==> config.mk <==
export PLATFORM = sky130hd
export DESIGN_NAME = change_dispenser
export DESIGN_NICKNAME = d
export VERILOG_FILES = /design/src/rtl/change_dispenser.sv
export SDC_FILE = /design/constraint.sdc
export NUM_CORES = 1
export LEC_CHECK = 0
export ABC_AREA = 0
export BUFFER_PORTS_ARGS = -buffer_cell sky130_fd_sc_hd__buf_2
export CAP_MARGIN = 20
export CORE_MARGIN = 1
export CORE_UTILIZATION = 60
export CTS_CLUSTER_DIAMETER = 30
export CTS_CLUSTER_SIZE = 30
export DETAILED_ROUTE_END_ITERATION = 10
export GPL_TIMING_DRIVEN = 1
export HOLD_SLACK_MARGIN = 0.02
export PLACE_DENSITY = 0.77
export SYNTH_ARGS = -nofsm -noshare
export SYNTH_HDL_FRONTEND = slang
export SYNTH_SLANG_ARGS = --single-unit
==> constraint.sdc <==
create_clock -name clk -period 5.1 [get_ports clk]
set_input_delay 1.02 -clock clk [delete_from_list [all_inputs] [get_ports clk]]
set_output_delay 1.02 -clock clk [all_outputs]
set_load 0.1 [all_outputs]
==> src/rtl/change_dispenser.sv <==
// Three-hopper coin payout engine: pays a change amount largest coin first, tracking inventory per hopper.
// Optional macro CHANGE_TMO_EN adds an eject/ack timeout with a sticky o_err flag.
module change_dispenser #(
   parameter int DEN0     = 1,
   parameter int DEN1     = 5,
   parameter int DEN2     = 10,
   parameter int INIT_CNT = 8,
   parameter int GAP_CYC  = 4,
   parameter int TMO_CYC  = 64
) (
   input  logic       clk,
   input  logic       reset,
   input  logic [4:0] i_change,
   input  logic       i_start,
   input  logic       i_refill,
   input  logic [2:0] i_ack,
   output logic [2:0] o_eject,
   output logic       o_busy,
   output logic       o_done,
   output logic [4:0] o_paid,
   output logic [4:0] o_short,
   output logic [2:0] o_empty,
   output logic       o_err
);

   localparam logic [7:0] INIT_V = 8'(INIT_CNT);
   localparam int         GW     = $clog2(GAP_CYC + 1);

   typedef enum logic [2:0] {S_IDLE, S_SELECT, S_EJECT, S_GAP, S_DONE} state_t;

   state_t        state_q;
   logic [4:0]    rem_q, paid_q, short_q;
   logic [7:0]    inv_q [3];
   logic [1:0]    sel_q;
   logic [2:0]    eject_q;
   logic          busy_q, done_q;
   logic [GW-1:0] gap_q;
   logic [1:0]    sel_d;
   logic          sel_ok_d;

   function automatic logic [4:0] den_of(input logic [1:0] k);
      case (k)
         2'd0:    den_of = 5'(DEN0);
         2'd1:    den_of = 5'(DEN1);
         default: den_of = 5'(DEN2);
      endcase
   endfunction

   // Ascending scan, so the last qualifying hopper (largest coin) wins.
   always_comb begin
      sel_ok_d = 1'b0;
      sel_d    = 2'd0;
      for (int k = 0; k < 3; k++) begin
         if (rem_q != 5'd0 && den_of(2'(k)) <= rem_q && inv_q[k] != 8'd0) begin
            sel_ok_d = 1'b1;
            sel_d    = 2'(k);
         end
      end
   end

`ifdef CHANGE_TMO_EN
   localparam int TW = $clog2(TMO_CYC + 1);
   logic [TW-1:0] tmo_q;
   logic          err_q;
   assign o_err = err_q;
`else
   assign o_err = 1'b0;
`endif

   always_ff @(posedge clk or negedge reset) begin
      if (!reset) begin
         state_q <= S_IDLE;
         rem_q   <= '0;
         paid_q  <= '0;
         short_q <= '0;
         sel_q   <= '0;
         eject_q <= '0;
         busy_q  <= 1'b0;
         done_q  <= 1'b0;
         gap_q   <= '0;
         for (int k = 0; k < 3; k++) inv_q[k] <= INIT_V;
`ifdef CHANGE_TMO_EN
         tmo_q   <= '0;
         err_q   <= 1'b0;
`endif
      end else begin
         done_q <= 1'b0;
         case (state_q)
            S_IDLE: begin
               if (i_refill) begin
                  for (int k = 0; k < 3; k++) inv_q[k] <= INIT_V;
               end
               if (i_start) begin
                  rem_q   <= i_change;
                  paid_q  <= '0;
                  busy_q  <= 1'b1;
                  state_q <= S_SELECT;
`ifdef CHANGE_TMO_EN
                  err_q   <= 1'b0;
`endif
               end
            end
            S_SELECT: begin
               if (sel_ok_d) begin
                  sel_q   <= sel_d;
                  eject_q <= 3'b001 << sel_d;
                  state_q <= S_EJECT;
`ifdef CHANGE_TMO_EN
                  tmo_q   <= '0;
`endif
               end else begin
                  done_q  <= 1'b1;
                  short_q <= rem_q;
                  state_q <= S_DONE;
               end
            end
            S_EJECT: begin
               if (i_ack[sel_q]) begin
                  rem_q        <= rem_q - den_of(sel_q);
                  paid_q       <= paid_q + den_of(sel_q);
                  inv_q[sel_q] <= inv_q[sel_q] - 8'd1;
                  eject_q      <= '0;
                  gap_q        <= '0;
                  state_q      <= S_GAP;
               end
`ifdef CHANGE_TMO_EN
               // Unacked coin stays in rem and in the inventory.
               else if (tmo_q == TW'(TMO_CYC - 1)) begin
                  err_q   <= 1'b1;
                  eject_q <= '0;
                  done_q  <= 1'b1;
                  short_q <= rem_q;
                  state_q <= S_DONE;
               end else begin
                  tmo_q <= tmo_q + 1'b1;
               end
`endif
            end
            S_GAP: begin
               if (gap_q == GW'(GAP_CYC - 1)) state_q <= S_SELECT;
               else                           gap_q   <= gap_q + 1'b1;
            end
            S_DONE: begin
               busy_q  <= 1'b0;
               state_q <= S_IDLE;
            end
            default: state_q <= S_IDLE;
         endcase
      end
   end

   generate
      for (genvar gi = 0; gi < 3; gi++) begin : g_empty
         assign o_empty[gi] = (inv_q[gi] == 8'd0);
      end
   endgenerate

   assign o_eject = eject_q;
   assign o_busy  = busy_q;
   assign o_done  = done_q;
   assign o_paid  = paid_q;
   assign o_short = short_q;

endmodule
==> results of run 1 <==
==> worst max-delay path by stage <==
stage	endpoint	cells past startpoint	start	slack, ps
after floorplan	o_empty[1]	2	inv_q[13]$_DFFE_PN0P_	1860
after global placement	inv_q[6]$_DFFE_PN0P_	9	sel_q[1]$_DFFE_PN0P_	2470
after detailed placement	inv_q[22]$_DFFE_PN0P_	9	sel_q[1]$_DFFE_PN0P_	2370
after CTS	o_empty[0]	3	inv_q[18]$_DFFE_PN0P_	2190
after global routing	o_empty[2]	3	inv_q[1]$_DFFE_PN0P_	2120
final	o_empty[0]	3	inv_q[18]$_DFFE_PN0P_	2190
==> cells by family (layout without fill, tap and decap cells) <==
family,count (synthesis),count (layout),synth area share [%]
mux,15,15,5.32
simple gates,88,88,17.0
xor+xnor,7,7,2.05
fa+ha+maj,13,13,5.95
compound gates,87,87,21.8
other cells,1,1,0.126
buf+inv,24,51,4.06
flops,52,52,43.7
==> routing by layer <==
layer / up-vias / share of wire (%) / track usage [%] / wire, µm
met1: 1099 / 46 / 38.6 / 2970
met2: 72 / 47 / 42.4 / 3020
met5: - / 0 / 0 / 0
li1: 1108 / - / - / -
met4: 0 / 1.1 / 5.88 / 73
met3: 7 / 5.2 / 4.31 / 330
==> final cells by class <==
cell class | count | area [µm²]
multi-input combinational | 211 | 1560
fill | 382 | 1480
sequential | 52 | 1310
timing repair buffer | 30 | 165
tap | 67 | 83.8
clock buffer | 6 | 72.6
inverter | 13 | 51.3
clock inverter | 2 | 35.0
==> through the flow <==
step                      std cells  setup slack (ps)  hold WS [ps]  cell area (µm²)
after floorplan                 287              1860           442             2990
after global placement          372              2470           461             3150
after detailed placement        373              2370           475             3170
after CTS                       381              2190           496             3270
after global routing            381              2120           522             3270
final                           381              2190           492             3270
==> cells in the final DEF (no fill, tap or decap), types with 2 or more instances in the layout <==
cell       instances
xnor2_1            4
o21ai_1            4
o21ai_0           15
mux2_2             6
nand3_1            5
o2bb2ai_1          7
xor2_1             3
nand2_1           22
fa_1               2
nor3_1             2
dfrtp_1           49
o22ai_1            3
a2bb2oi_1          3
a21o_1            10
a22oi_1            2
a31oi_1            6
o31ai_1            2
nor4_1             2
or4_4              2
nor2_1            24
or3_1              2
nor4_2             2
ha_1              11
clkbuf_8           5
or4_1              7
inv_1             12
a211o_1            2
dfstp_2            3
a22o_1             5
nor2b_1            3
a32o_1             2
mux2i_1            8
buf_2             29
nand3b_1           4
nor3b_1            2
o21a_1             3
a21oi_1           13
==> state kept, by name (all words and copies together), names as in the netlist <==
register,count
gap_q,3
inv_q,24
o_busy,1
o_done,1
o_eject,3
o_paid,5
o_short,5
rem_q,5
sel_q,2
state_q,3
==> metrics, run 1 <==
outcome complete, no violations; Final #Nets 338; H-tree lvl count 2; GR Overflow Total 0; Starting Density 62.8%; worst skew pair latency 310 ps; dominant synthesized flop cell dfrtp_1; RD Place Congestion 0.929; Residual DRC 0; Worst Path Buf+Inv 1; vias per inst 6.00; Synth top area share 41.0%; largest net degree at the start of global routing 29; DRT Wirelength 6390 µm; Wirelength per Cell 16.8 µm; syn_area_per_cell 10.4 µm²; kind of critical path flip-flop to primary output; most numerous cell in the Yosys netlist dfrtp_1; Initial DRT Pass Iterations 4; Min-Delay Startpoint o_eject[2]$_DFFE_PN0P_; Setup crit end kind primary output; Crit-path slowest cell or4_1; sequential-to-total area share from yosys stat 43.7%; buffers from clock root to sink, at most 2; Mapped Nets 312; Num CTS Buffers 5; TritonCTS clock tree yes; setup slack, reg-to-reg 2340 ps; CP Cell Sequence or4_1 > nor2_1 > buf_2; MaxCap Viol Count 0; Slew Viols, Final 0; post-DP HPWL 4790 µm; f_max 0.344 GHz; area of the mapped netlist 2990 µm²; area leader, netlist dfrtp_1; r2r endpoint inv_q[6]$_DFFE_PN0P_; Clock Skew 9.50 ps; reg-to-reg startpoint sel_q[1]$_DFFE_PN0P_; worst hold stages 1; Setup Viol. Count Final 0; number of I/O port buffers 29; Post-Route Utilization 68.9%; Synth Warn # 0; antenna diode count 0; ANT nets after route 0; number of synthesized flops with an enable pin 0; vias in the first global route 2164; Critical Path Fanout Max 3; I/O pin count 31; antenna violations before repair 0; Hold WC Path Type flip-flop to flip-flop; Post-synth top cells dfrtp_1, nor2_1, nand2_1, o21ai_0, a21oi_1; total global-route track usage 26.7%; Clock Sinks 52; async set or reset register ratio after synthesis 100%; Vias 2286; critical path data required time 4080 ps; Die Width 72.6 µm; chip height 72.6 µm; Synth cell types 63; core footprint 4750 µm²; WP data arrival 1890 ps; worst hold path endpoint o_eject[2]$_DFFE_PN0P_; number of DRC markers in iteration 0 173; Gate Count Post-Synth 287; final worst-path cycle share 57.1%; first-pass GRT wire length 10700 µm; Slew @ Worst Pin 840 ps; synth top area cells dfrtp_1, ha_1, nor2_1; setup repair bufs after CTS 0; die area 5270 µm²; Top delay family on crit path simple AND/OR/NAND/NOR gates; Final Hold Fails 0; CP startpoint kind flip-flop; Worst path max stage delay 600 ps; area grow syn2layout 9.59%; CTS-repair resized insts 0; post-synthesis register bit count 52; layout cells sized above 1 20.1%; clk root buf clkbuf_8; RSZ-0062 raised after global routing false; r2r worst-path depth 9; Post-CTS Hold Buffers 0; Tmin final 2910 ps; Slew HR 44.0%; Rows 25; setup TNS 0 ps; clock-pin slew on the worst setup and hold paths 90 ps
Power of run 1 is not shown: default switching activity piles up to over one toggle a cycle in this logic, so the estimate is an artifact.
==> run 2: changes to the inputs <==
--- a/config.mk
+++ b/config.mk
@@ -9,13 +9,13 @@
 export BUFFER_PORTS_ARGS = -buffer_cell sky130_fd_sc_hd__buf_2
 export CAP_MARGIN = 20
 export CORE_MARGIN = 1
-export CORE_UTILIZATION = 60
+export CORE_UTILIZATION = 59
 export CTS_CLUSTER_DIAMETER = 30
 export CTS_CLUSTER_SIZE = 30
 export DETAILED_ROUTE_END_ITERATION = 10
 export GPL_TIMING_DRIVEN = 1
 export HOLD_SLACK_MARGIN = 0.02
-export PLACE_DENSITY = 0.77
+export PLACE_DENSITY = 0.76
 export SYNTH_ARGS = -nofsm -noshare
 export SYNTH_HDL_FRONTEND = slang
 export SYNTH_SLANG_ARGS = --single-unit
==> constraint.sdc (replaced) <==
create_clock -name clk -period 2.7 [get_ports clk]
set_input_delay 0.54 -clock clk [delete_from_list [all_inputs] [get_ports clk]]
set_output_delay 0.54 -clock clk [all_outputs]
set_load 0.1 [all_outputs]
==> run 2 against run 1 <==
  * Setup slack lost 1900 ps
  * Final area grew 0.88%
  * Utilization grew 0.15 points
  * Routed wire length grew 7.4%
  * Hold slack lost 220 ps
  * Register-to-register slack lost 2100 ps
  * Cell count grew 1.8%
==> metrics, run 2 (synthesized netlist as in run 1, its figures left out) <==
Wirelength per Cell 17.7 µm (+5.4%); post-DP HPWL 5260 µm (+9.8%); number of DRC markers in iteration 0 200 (+16%); commonest non-fill, non-tap cells in the layout dfrtp_1, buf_2, nand2_1; Setup Viol. Count Final 0 (unchanged); TritonCTS clock tree yes; layout cells sized above 1 22.7% (+2.7 points); ANT nets after route 0 (unchanged); largest net degree at the start of global routing 32 (+10%); Critical Path Fanout Max 3 (unchanged); Starting Density 62.4% (-0.41 points); Final #Nets 345 (+2.1%); clk root buf clkbuf_8; final worst-path cycle share 90.5%; Largest Register inv_q; Slew HR 50.7% (+6.7 points); Rows 25 (unchanged); antenna diode count 0 (unchanged); DRT Wirelength 6860 µm (+7.4%); kind of critical path flip-flop to primary output; Tmin final 2440 ps; Final Hold Fails 0 (unchanged); outcome complete, no violations; Slew @ Worst Pin 733 ps (-107 ps); total global-route track usage 29.1% (+2.4 points); CTS-repair resized insts 0 (unchanged); buffers from clock root to sink, at most 2 (unchanged); first-pass GRT wire length 11600 µm (+8.2%); f_max 0.409 GHz; Fin Hold WS 268 ps (-224 ps); Post-CTS Hold Buffers 0 (unchanged); CP startpoint kind flip-flop; MaxCap Viol Count 0 (unchanged); clock-pin slew on the worst setup and hold paths 100 ps (about the same); worst skew pair latency 300 ps (about the same); GR Overflow Total 0 (unchanged); Initial DRT Pass Iterations 4 (unchanged); chip height 73.2 µm (+0.83%); setup TNS 0 ps (unchanged); Num CTS Buffers 5 (unchanged); area grow syn2layout 10.6%; critical path data required time 2160 ps (-1920 ps); setup repair bufs after CTS 0 (unchanged); number of I/O port buffers 29 (unchanged); WP data arrival 1900 ps (about the same); core footprint 4790 µm² (+0.66%); antenna violations before repair 0 (unchanged); Slew Viols, Final 0 (unchanged); RD Place Congestion 0.971 (+4.5%); RSZ-0062 raised after global routing false; # fillers 386 (+1.0%); vias in the first global route 2302 (+6.4%); Die Width 73.2 µm (+0.83%); Setup crit end kind primary output; H-tree lvl count 2 (unchanged); most common cell after layout, fill and taps aside dfrtp_1; die area 5350 µm² (+1.7%); I/O pin count 31 (unchanged); Clock Sinks 52 (unchanged); Residual DRC 0 (unchanged); Vias 2360 (+3.2%); Largest register FFs 24 (unchanged); Clock Skew 13.2 ps (+3.66 ps); Hold WC Path Type primary input to asynchronous set/reset pin; vias per inst 6.08 (+1.4%)
-- run 2: changes by cell type in the layout (fill, tap and decap cells not counted), sizes merged --
cell and change:
buf +7, bufinv -1, clkinvlp +1
-- run 2: final cells by class --
cell class,instances,area [µm²],area share [%]
inverter,13,51.3,1.55
sequential,52,1310,39.5
clock inverter,2,16.3,0.492
timing repair buffer,37,205,6.21
multi-input combinational,211,1570,47.5
clock buffer,6,72.6,2.20
tap,67,83.8,2.54
-- run 2: final timing paths --
check	slack [ps]	to	cells after the start	from
max in group asynchronous	1700	inv_q[19]$_DFFE_PN1P_	2	reset
hold / removal	270	o_done$_DFF_PN0_	1	reset
min in group clk	490	o_eject[1]$_DFFE_PN0P_	1	o_eject[1]$_DFFE_PN0P_
setup reg to reg	260	inv_q[22]$_DFFE_PN0P_	9	sel_q[1]$_DFFE_PN0P_
hold reg to reg	490	o_eject[1]$_DFFE_PN0P_	1	o_eject[1]$_DFFE_PN0P_
setup / recovery	260	o_empty[2]	3	inv_q[1]$_DFFE_PN0P_
-- run 2: worst max-delay path, cell delays in order (launching register included) --
cell and delay, ps:
dfrtp_1 430, or4_1 630, nor2_2 120, buf_2 430
-- run 2: through the flow --
| step | worst slack (ps) | std cells | utilization (%) | area (µm²) |
|---|---|---|---|---|
| after floorplan | 385 | 287 | - | 3000 |
| after global placement | 425 | 380 | 67.2 | 3210 |
| after detailed placement | 320 | 380 | 67.2 | 3210 |
| after CTS | 253 | 388 | 69.0 | 3300 |
| after global routing | 78.4 | 388 | 69.0 | 3300 |
| final | 257 | 388 | 69.0 | 3300 |
-- run 2: metal layers --
metal  up-vias  wire, µm  share of wire [%]  track usage, %
li1       1126         -                  -               -
met2        65      3180                 46            45.1
met4         0       112                1.6            8.93
met1      1157      3290                 48            41.8
met5         -         0                  0            2.02
met3        12       282                4.1            4.70
Power of run 2 is left out for the same reason.
==> run 3: changes to the inputs <==
--- a/config.mk
+++ b/config.mk
@@ -6,16 +6,17 @@
 export NUM_CORES = 1
 export LEC_CHECK = 0
 export ABC_AREA = 0
-export BUFFER_PORTS_ARGS = -buffer_cell sky130_fd_sc_hd__buf_2
+export BUFFER_PORTS_ARGS = -buffer_cell sky130_fd_sc_hd__clkbuf_2
 export CAP_MARGIN = 20
 export CORE_MARGIN = 1
-export CORE_UTILIZATION = 59
+export CORE_UTILIZATION = 60
+export CTS_BUF_LIST = sky130_fd_sc_hd__clkbuf_4 sky130_fd_sc_hd__clkbuf_8
 export CTS_CLUSTER_DIAMETER = 30
 export CTS_CLUSTER_SIZE = 30
 export DETAILED_ROUTE_END_ITERATION = 10
 export GPL_TIMING_DRIVEN = 1
 export HOLD_SLACK_MARGIN = 0.02
-export PLACE_DENSITY = 0.76
+export PLACE_DENSITY = 0.77
 export SYNTH_ARGS = -nofsm -noshare
 export SYNTH_HDL_FRONTEND = slang
 export SYNTH_SLANG_ARGS = --single-unit
==> run 3 against run 2 <==
  * Clock skew rose by 0.53 ps
  * Count of clock-buffer cells in the layout did not move
  * Fmax fell by 1.7%
  * Critical path depth did not move
  * Via count barely moved
  * Setup slack got worse by 42 ps
  * Hold slack got worse by 51 ps
  * Final area rose by 1.5%
  * Utilization rose by 1.5 points
  * Die area fell by 1.6%
  * Non-clock buffer count rose by 3
  * Global-route usage fell by 1.2 points
  * Largest cell class unchanged
==> metrics, run 3 (synthesized netlist as in run 1, its figures left out) <==
critical path data required time 2160 ps (about the same); Initial DRT Pass Iterations 4 (unchanged); Largest Register inv_q; worst skew pair latency 310 ps (about the same); setup slack after layout 215 ps (-41.6 ps); Hold WC Path Type primary input to asynchronous set/reset pin; setup repair bufs after CTS 0 (unchanged); setup slack, reg-to-reg 220 ps (-40 ps); post-DP HPWL 5170 µm (-1.8%); Wirelength per Cell 17.5 µm (-1.2%); Tmin final 2480 ps (+41.6 ps); CP startpoint kind flip-flop; Final Hold Fails 0 (unchanged); Critical Path Fanout Max 3 (unchanged); Starting Density 62.8% (+0.41 points); layout cells sized above 1 23.8% (+1.0 points); RD Place Congestion 0.885 (-8.9%); clk root buf clkbuf_8; largest net degree at the start of global routing 24 (-25%); Slew HR 55.7% (+5.0 points); Setup Viol. Count Final 0 (unchanged); Final #Nets 348 (+0.87%); Vias 2361 (+0.042%); MaxCap Viol Count 0 (unchanged); Slew @ Worst Pin 659 ps (-74.0 ps); GR Overflow Total 0 (unchanged); r2r worst-path depth 9 (unchanged); kind of critical path flip-flop to primary output; clock-pin slew on the worst setup and hold paths 100 ps (about the same); area grow syn2layout 12.2%; Setup crit end kind primary output; buffers from clock root to sink, at most 2 (unchanged); total global-route track usage 27.9% (-1.2 points); number of DRC markers in iteration 0 163 (-19%); Post-CTS Hold Buffers 0 (unchanged); Clock Skew 13.7 ps (+0.530 ps); commonest non-fill, non-tap cells in the layout dfrtp_1, clkbuf_2, nand2_1; number of I/O port buffers 29 (unchanged); die area 5270 µm² (-1.6%); antenna diode count 0 (unchanged); Clock Sinks 52 (unchanged); vias per inst 6.04 (-0.73%); reg-to-reg startpoint sel_q[1]$_DFFE_PN0P_; ANT nets after route 0 (unchanged); setup TNS 0 ps (unchanged); Layout Cells excl Fill 391 (+0.77%); H-tree lvl count 2 (unchanged); chip height 72.6 µm (-0.82%); final worst-path cycle share 92.0% (+1.5 points); f_max 0.402 GHz (-1.7%); first-pass GRT wire length 11100 µm (-4.6%); TritonCTS clock tree yes; outcome complete, no violations; I/O pin count 31 (unchanged); WP data arrival 1940 ps (+40 ps); Num CTS Buffers 5 (unchanged); Setup WS pre-CTS 284 ps (-35.7 ps); Die Width 72.6 µm (-0.82%); vias in the first global route 2217 (-3.7%); # placed instances 383 (+0.79%); Rows 25 (unchanged); Residual DRC 0 (unchanged); r2r endpoint inv_q[6]$_DFFE_PN0P_; Slew Viols, Final 0 (unchanged); DRT Wirelength 6830 µm (-0.48%); RSZ-0062 raised after global routing false; Largest register FFs 24 (unchanged); most common cell after layout, fill and taps aside dfrtp_1; antenna violations before repair 0 (unchanged); core footprint 4750 µm² (-0.65%); CTS-repair resized insts 0 (unchanged)
[run 3: worst max path at each step]
stage                     startpoint  depth (start not counted)                     to  slack [ps]
4_1_cts        inv_q[13]$_DFFE_PN0P_                          3             o_empty[1]         210
3_5_place_dp    sel_q[1]$_DFFE_PN0P_                          9   inv_q[6]$_DFFE_PN0P_         280
2_1_floorplan  inv_q[13]$_DFFE_PN0P_                          2             o_empty[1]         390
3_3_place_gp    sel_q[1]$_DFFE_PN0P_                          7  inv_q[15]$_DFFE_PN0P_         490
5_1_grt         sel_q[1]$_DFFE_PN0P_                          9   inv_q[4]$_DFFE_PN0P_         130
6_report       inv_q[18]$_DFFE_PN0P_                          3             o_empty[0]         220
[run 3: cell type report]
class                   count  area (µm²)
fillers                   388        1400
repair buffers             40         228
inverters                  13        51.3
well taps                  67        83.8
clock buffers               6        76.3
multi-input cells         211        1570
clock inverters             2        38.8
flip-flops and latches     52        1310
[run 3: metal layers]
layer,vias up,share of wire (%),global-route usage [%]
met5,-,0,0
met4,0,1.7,7.84
met3,11,5.6,4.86
met2,72,44,41.8
met1,1144,48,41.8
li1,1134,-,-
[run 3: through the flow]
step                utilization [%]  cell area (µm²)  hold slack (ps)
global route                   70.5             3350              247
detailed placement             68.1             3240              468
floorplan                         -             3000              244
finish                         70.5             3350              217
CTS                            70.5             3350              233
global placement               68.1             3240              460
[run 3: critical path: stages, from the launching register on]
cell      delay (ps)
dfrtp_1          410
or4_1            610
nor2_2           160
clkbuf_2         460
Power of run 3 is left out for the same reason.
